===== src/rtl/riscv_pkg.sv =====
// Shared types for the core's memory-side blocks.
//   arb_owner_t    : owner tag of a memory access (none, fetch port, load/store port)
//   ARB_RESET_LAST : last-granted value after reset, so the fetch port wins the first tie
package riscv_pkg;

  typedef enum logic [1:0] {
    OWN_NONE = 2'd0,
    OWN_M0   = 2'd1,
    OWN_M1   = 2'd2
  } arb_owner_t;

  localparam arb_owner_t ARB_RESET_LAST = OWN_M1;

endpackage


===== src/rtl/mem_arbiter_rr_picker2.sv =====
// rr_picker2: combinational two-input round-robin select.
//   req0_i, req1_i : request lines
//   last_gnt_i     : master granted most recently (OWN_M0 / OWN_M1)
//   gnt0_o, gnt1_o : one-hot (or zero) grant
// On a tie the master that was not granted last wins.
module rr_picker2
  import riscv_pkg::*;
(
  input  logic       req0_i,
  input  logic       req1_i,
  input  arb_owner_t last_gnt_i,
  output logic       gnt0_o,
  output logic       gnt1_o
);

  always_comb begin
    gnt0_o = req0_i & (~req1_i | (last_gnt_i != OWN_M0));
    gnt1_o = req1_i & (~req0_i | (last_gnt_i == OWN_M0));
  end

endmodule


===== src/rtl/mem_arbiter.sv =====
// mem_arbiter: shares one single-ported synchronous RAM between the
// instruction-fetch port (m0) and the load/store port (m1).
//   clk, rst               : clock, asynchronous active-high reset
//   m0_req/addr/gnt        : fetch request handshake (reads only)
//   m0_rvalid/rdata        : fetch data, one cycle after m0_gnt
//   m1_req/we/be/addr/wdata: load/store request, m1_gnt accepts it
//   m1_rvalid/rdata        : load data, one cycle after m1_gnt on a load
//   mem_*                  : memory drive; mem_rdata valid the cycle after a read
// Grant and memory drive are combinational from the requests; the read
// return path is a one-entry owner register.
module mem_arbiter
  import riscv_pkg::*;
#(
  parameter int unsigned ADDR_W = 32,
  parameter int unsigned DATA_W = 32
) (
  input  logic                clk,
  input  logic                rst,
  input  logic                m0_req,
  input  logic [ADDR_W-1:0]   m0_addr,
  output logic                m0_gnt,
  output logic                m0_rvalid,
  output logic [DATA_W-1:0]   m0_rdata,
  input  logic                m1_req,
  input  logic                m1_we,
  input  logic [DATA_W/8-1:0] m1_be,
  input  logic [ADDR_W-1:0]   m1_addr,
  input  logic [DATA_W-1:0]   m1_wdata,
  output logic                m1_gnt,
  output logic                m1_rvalid,
  output logic [DATA_W-1:0]   m1_rdata,
  output logic                mem_en,
  output logic                mem_we,
  output logic [DATA_W/8-1:0] mem_be,
  output logic [ADDR_W-1:0]   mem_addr,
  output logic [DATA_W-1:0]   mem_wdata,
  input  logic [DATA_W-1:0]   mem_rdata
);

  arb_owner_t last_gnt_q, last_gnt_d;
  arb_owner_t rd_owner_q, rd_owner_d;
  logic       pick0, pick1;

  rr_picker2 u_picker (
    .req0_i     (m0_req),
    .req1_i     (m1_req),
    .last_gnt_i (last_gnt_q),
    .gnt0_o     (pick0),
    .gnt1_o     (pick1)
  );

  // Grants are held off while reset is asserted so every output sits at its
  // reset value; a request held across release is arbitrated on the first
  // cycle afterwards.
  assign m0_gnt = pick0 & ~rst;
  assign m1_gnt = pick1 & ~rst;

  always_comb begin
    mem_en    = 1'b0;
    mem_we    = 1'b0;
    mem_be    = '0;
    mem_addr  = '0;
    mem_wdata = '0;
    if (m0_gnt) begin
      mem_en   = 1'b1;
      mem_be   = '1;
      mem_addr = m0_addr;
    end else if (m1_gnt) begin
      mem_en    = 1'b1;
      mem_we    = m1_we;
      mem_be    = m1_be;
      mem_addr  = m1_addr;
      mem_wdata = m1_wdata;
    end
  end

  always_comb begin
    last_gnt_d = last_gnt_q;
    rd_owner_d = OWN_NONE;
    if (m0_gnt) begin
      last_gnt_d = OWN_M0;
      rd_owner_d = OWN_M0;
    end else if (m1_gnt) begin
      last_gnt_d = OWN_M1;
      rd_owner_d = m1_we ? OWN_NONE : OWN_M1;
    end
  end

  always_ff @(posedge clk or posedge rst) begin
    if (rst) begin
      last_gnt_q <= ARB_RESET_LAST;
      rd_owner_q <= OWN_NONE;
    end else begin
      last_gnt_q <= last_gnt_d;
      rd_owner_q <= rd_owner_d;
    end
  end

  assign m0_rvalid = (rd_owner_q == OWN_M0);
  assign m1_rvalid = (rd_owner_q == OWN_M1);

  // Both ports see the raw RAM output; only the matching rvalid qualifies it.
  assign m0_rdata = mem_rdata;
  assign m1_rdata = mem_rdata;

endmodule


===== config.mk =====
export PLATFORM = sky130hd
export DESIGN_NAME = mem_arbiter
export DESIGN_NICKNAME = d
export VERILOG_FILES = /design/src/rtl/riscv_pkg.sv /design/src/rtl/mem_arbiter_rr_picker2.sv /design/src/rtl/mem_arbiter.sv
export SDC_FILE = /design/constraint.sdc
export NUM_CORES = 1
export LEC_CHECK = 0
export CORE_AREA = 3 3 105 107
export CTS_CLUSTER_SIZE = 20
export DETAILED_ROUTE_END_ITERATION = 10
export DIE_AREA = 0 0 108 110
export GPL_TIMING_DRIVEN = 0
export PLACE_DENSITY_LB_ADDON = 0.12
export SLEW_MARGIN = 20
export SYNTH_ARGS = -nofsm -noshare
export SYNTH_HDL_FRONTEND = slang
export SYNTH_SLANG_ARGS = --single-unit

===== constraint.sdc =====
create_clock -name clk -period 1.62 [get_ports clk]
set_clock_uncertainty 0.15 [all_clocks]
set_input_delay 0.162 -clock clk [delete_from_list [all_inputs] [get_ports clk]]
set_output_delay 0.162 -clock clk [all_outputs]
set_load 0.01 [all_outputs]

# Word level (Yosys, flattened, before mapping)
# Cells that the tools add are included.
[classes]
eq_ne = 4
muxes = 15
n_bitwise = 9
n_reduce_logical = 1
[ops]
columns = ["operator", "n"]
rows = [
  ["$mux 32", 4],
  ["$mux 2", 5],
  ["$mux 4", 2],
  ["$and 1x1->1", 4],
  ["$eq 2x1->1 const B", 2],
  ["$mux 1", 4],
  ["$not 1->1", 3],
  ["$eq 2x2->1 const B", 1],
  ["$ne 2x1->1 const B", 1],
  ["$or 1x1->1", 2],
  ["$reduce_bool 2->1", 1],
]
[word_totals]
reg_bits = 4
elab_cells = 31

# Logic depth before layout (Yosys ltp)
[logic_depth]
ltp_word = 6
depth_mapped = 5
depth_no_buf = 3

# Cells and area by module
# Synthesis repeated with hierarchy kept, for this count alone.
[hier_totals]
hier_cells = 179
area_unflattened_um2 = 1417.6
[modules_own_cells]
columns = ["mod", "instances", "cells_each", "area_each_um2", "seq_area_each_um2"]
rows = [
  ["mem_arbiter", 1, 175, 1387.6, 101.3],
  ["rr_picker2", 1, 4, 30.0, 0.0],
]

# Worst setup path after synthesis
# No wires, ideal clock.
[synth_timing]
path_type = "register -> output"
from = "register last_gnt_q[1]"
to = "output port mem_addr[18]"
arrival_ps = 1220
t_required_ps = 1308
path_slack_ps = 88
path_stages_with_launch = 6
path_buffers = 2
cell_sequence = "dfstp_2 nand2b_1 a21oi_2 buf_4 buf_4 a22o_1"
[synth_between]
elab_chain_len = 6
word_cells_on_any_way = 10
[synth_lines]
columns = ["element", "line", "source"]
rows = [
  ["start: declaration", "mem_arbiter.sv:40", "arb_owner_t last_gnt_q, last_gnt_d;"],
  ["start signal: assignment", "mem_arbiter.sv:94", "last_gnt_q <= last_gnt_d;"],
  ["$eq 2x1->1", "mem_arbiter_rr_picker2.sv:18", "gnt1_o = req1_i & (~req0_i | (last_gnt_i == OWN_M0));"],
  ["$or 1x1->1", "mem_arbiter_rr_picker2.sv:18", ""],
  ["$and 1x1->1", "mem_arbiter_rr_picker2.sv:18", ""],
  ["$and 1x1->1", "mem_arbiter.sv:56", "assign m1_gnt = pick1 & ~rst;"],
  ["$mux 32", "mem_arbiter.sv:68", "end else if (m1_gnt) begin"],
  ["$mux 32 *", "mem_arbiter.sv:64", "if (m0_gnt) begin"],
  ["end: declaration", "mem_arbiter.sv:35", "output logic [ADDR_W-1:0] mem_addr,"],
]
# Mark *: on every way between the ends. The rest lies on a longest branch, timed or not.

# Worst setup path after layout
[layout_timing]
from = "register last_gnt_q[1]"
to = "output port mem_addr[4]"
# Same word-level chain as after synthesis.

==> results.sh <==
export IMPL_drc=0
export IMPL_drtIter0Drc=43
export IMPL_synth_ff_type="dfrtp_1"
export IMPL_critPathCaptureType="primary output"
export IMPL_yosysWarnings=0
export IMPL_grt_pass1_wl_mm=10.2
export IMPL_arrival_ns=1.68
export IMPL_cts_buffer_depth=2
export IMPL_final_area_sq_um=4370
export IMPL_worstMarginPinSlew_ns=0.307
export IMPL_post_route_period_util=1.23
export IMPL_yosysSeqAreaShare=0.0800
export IMPL_powerDensity_nw_per_um2=350
export IMPL_hpwl_mm=6.53
export IMPL_grt_pass1_vias=2111
export IMPL_start_util=0.124
export IMPL_dpl_cell_area_sq_um=3860
export IMPL_syn2layout_area_growth_pct=245
export IMPL_fmax_mhz=503
export IMPL_vias_per_cell=3.77
export IMPL_p_leak_nw=2.08
export IMPL_clockRootBuffer="clkbuf_8"
export IMPL_nets=576
export IMPL_synth_edf_count=0
export IMPL_layout_min_cycle_time_ns=1.99
export IMPL_maxSlewHeadroom=0.793
export IMPL_cts_sinks=4
export IMPL_status="finished with violations"
export IMPL_floorplan_io_pins=275
export IMPL_antenna_found_initial=0
export IMPL_postSynth_asyncResetShare=1.00
export IMPL_drive_gt1_frac=0.491
export IMPL_cp_cell_sequence="nand2b_4 > a21oi_4 > buf_6 > buf_8 > buf_12 > a22o_1 > buf_2"
export IMPL_grt_start_max_net_pins=11
export IMPL_dp_cells=543
export IMPL_finalSetupViolCount=71
export IMPL_netlist_area_sq_um=1270
export IMPL_fin_util=0.427
export IMPL_grt_ovfl_total=0
export IMPL_die_w_um=108
export IMPL_critPathSlowestCell="dfstp_2"
export IMPL_finalHoldViolCount=0
export IMPL_cts_made_buffers=3
export IMPL_post_drt_wl_per_cell_um=14.0
export IMPL_regArea_sq_um=101
export IMPL_slew_viol_final=0
export IMPL_ir_drop_uv=208
export IMPL_fillers=1005
export IMPL_syn_area_per_cell_sq_um=7.68
export IMPL_setup_ws_ns=-0.368
export IMPL_place_congestion=0.683
export IMPL_fin_total_pwr_mw=1.53
export IMPL_fp_dieArea_sq_um=11900
export IMPL_hold_class="in -> async"
export IMPL_insertedDiodeCount=0
export IMPL_required_ns=1.31
export IMPL_violations="negative setup slack"
export IMPL_port_buffers=242
export IMPL_ys_seq_elements=4
export IMPL_multi_input_area_sq_um=713
export IMPL_clkLatencyLatePin_ns=0.21
export IMPL_htree_levels=1
export IMPL_critical_path_max_fanout=9
export IMPL_wirelength_mm=8.01
export IMPL_num_rows=37
export IMPL_syn_inst=165
export IMPL_start_kind="flop"
export IMPL_synth_cell_types=18
export IMPL_ant_nets=0
export IMPL_grt_use_total=0.111
export IMPL_drt_pass1_iter_count=4
export IMPL_slowest_delay_ns=0.52
export IMPL_vias=2162
export IMPL_final_cells=574
export IMPL_syn_nets=302
export IMPL_cts_tree="built"
export IMPL_grt_setup_unrepaired="true"
export IMPL_coreArea_sq_um=10200
export IMPL_die_h_um=110
export IMPL_cap_violations=0
export IMPL_path_clk_slew_ns=0.03
export IMPL_criticalPathCategory="reg -> out"
-- cells in the final DEF (no fill, tap or decap), drive strengths merged --
cell type	Yosys	routed
a21o	3	3
a21oi	4	4
a22o	32	32
and2	33	33
and3	1	1
buf	71	167
clkbuf	4	6
clkdlybuf4s15	0	3
clkdlybuf4s50	0	166
dfrtp	3	3
dfstp	1	1
dlygate4sd2	0	4
dlygate4sd3	0	1
dlymetal6s2s	0	1
inv	2	2
nand2	4	4
nand2b	2	2
nand3b	1	1
nor2b	3	3
o21ai	1	1
-- repair_timing --
item	in CTS	in global routing
pin swaps	48	15
gates resized for setup	362	49
endpoints found under the hold margin	3	0
setup buffers	17	6
endpoints found under the setup margin	74	74
cloned	6	2
hold buffers	1	0
-- registers in the layout, indices dropped and copies added (netlist names) --
register	count
last_gnt_q	2
rd_owner_q	2
-- worst max-delay path, delay by kind of cell (launching register included) --
family,cells,cell delay (ns)
compound gates,2,0.27
buf+inv,4,0.54
simple gates,1,0.13
flops,1,0.52
-- power breakdown --
part	total, mW	switching, mW	internal (mW)
clock	0.220	0.0521	0.168
sequential	0.120	0.00755	0.112
combinational	1.19	0.374	0.816
-- cells in the mapped netlist, types with 2 or more instances --
| cell | count | share of area |
|---|---|---|
| buf_6 | 4 | 0.036 |
| nand2_1 | 4 | 0.012 |
| a21oi_1 | 3 | 0.012 |
| buf_4 | 66 | 0.39 |
| nor2b_1 | 3 | 0.015 |
| inv_1 | 2 | 0.0059 |
| a21o_1 | 3 | 0.018 |
| nand2b_1 | 2 | 0.0099 |
| clkbuf_1 | 4 | 0.012 |
| a22o_1 | 32 | 0.22 |
| dfrtp_1 | 3 | 0.059 |
| and2_1 | 33 | 0.16 |
-- cell families after synthesis --
group	Yosys count	share of synthesized area
buf+inv	77	0.448
flops	4	0.0800
simple gates	44	0.210
compound gates	40	0.262
-- layout make-up --
class | count | area share
plain buffers | 73 | 0.143
clock buffers | 4 | 0.0103
inverters | 2 | 0.00172
multi-input cells | 84 | 0.163
flip-flops and latches | 4 | 0.0232
well taps | 136 | 0.0389
repair buffers | 271 | 0.620
-- layer usage --
metal  global-route usage  vias to the layer above  routed length (um)
li1                     -                     1049                   -
met4               0.0225                        0                  24
met2                0.232                      156                4520
met1               0.0976                      955                2310
met5                    0                        -                   0
met3               0.0460                        2                1160
-- path summary, 6_finish.rpt --
path	slack [ns]	from	to	cells after the start
min	0.16	rst	last_gnt_q[1]$_DFFE_PP1P_	3
min reg2reg	0.37	last_gnt_q[1]$_DFFE_PP1P_	last_gnt_q[1]$_DFFE_PP1P_	1
max in group asynchronous	0.67	rst	last_gnt_q[0]$_DFFE_PP0P_	4
min in group clk	0.37	m1_we	rd_owner_q[1]$_DFF_PP0_	2
max reg2reg	0.06	last_gnt_q[1]$_DFFE_PP1P_	last_gnt_q[0]$_DFFE_PP0P_	6
max	-0.37	last_gnt_q[1]$_DFFE_PP1P_	mem_addr[4]	7
-- through the flow --
stage	TNS (ns)	hold slack, ns	setup WS, ns
after global routing	-20.49	0.171	-0.427
after detailed placement	-65.11	0.345	-1.05
final	-16.04	0.157	-0.368
after floorplan	0	-0.212	0.0880
after CTS	-17.51	0.132	-0.380
after global placement	-61.80	0.333	-1.00
(Power assumes the default switching activity.)
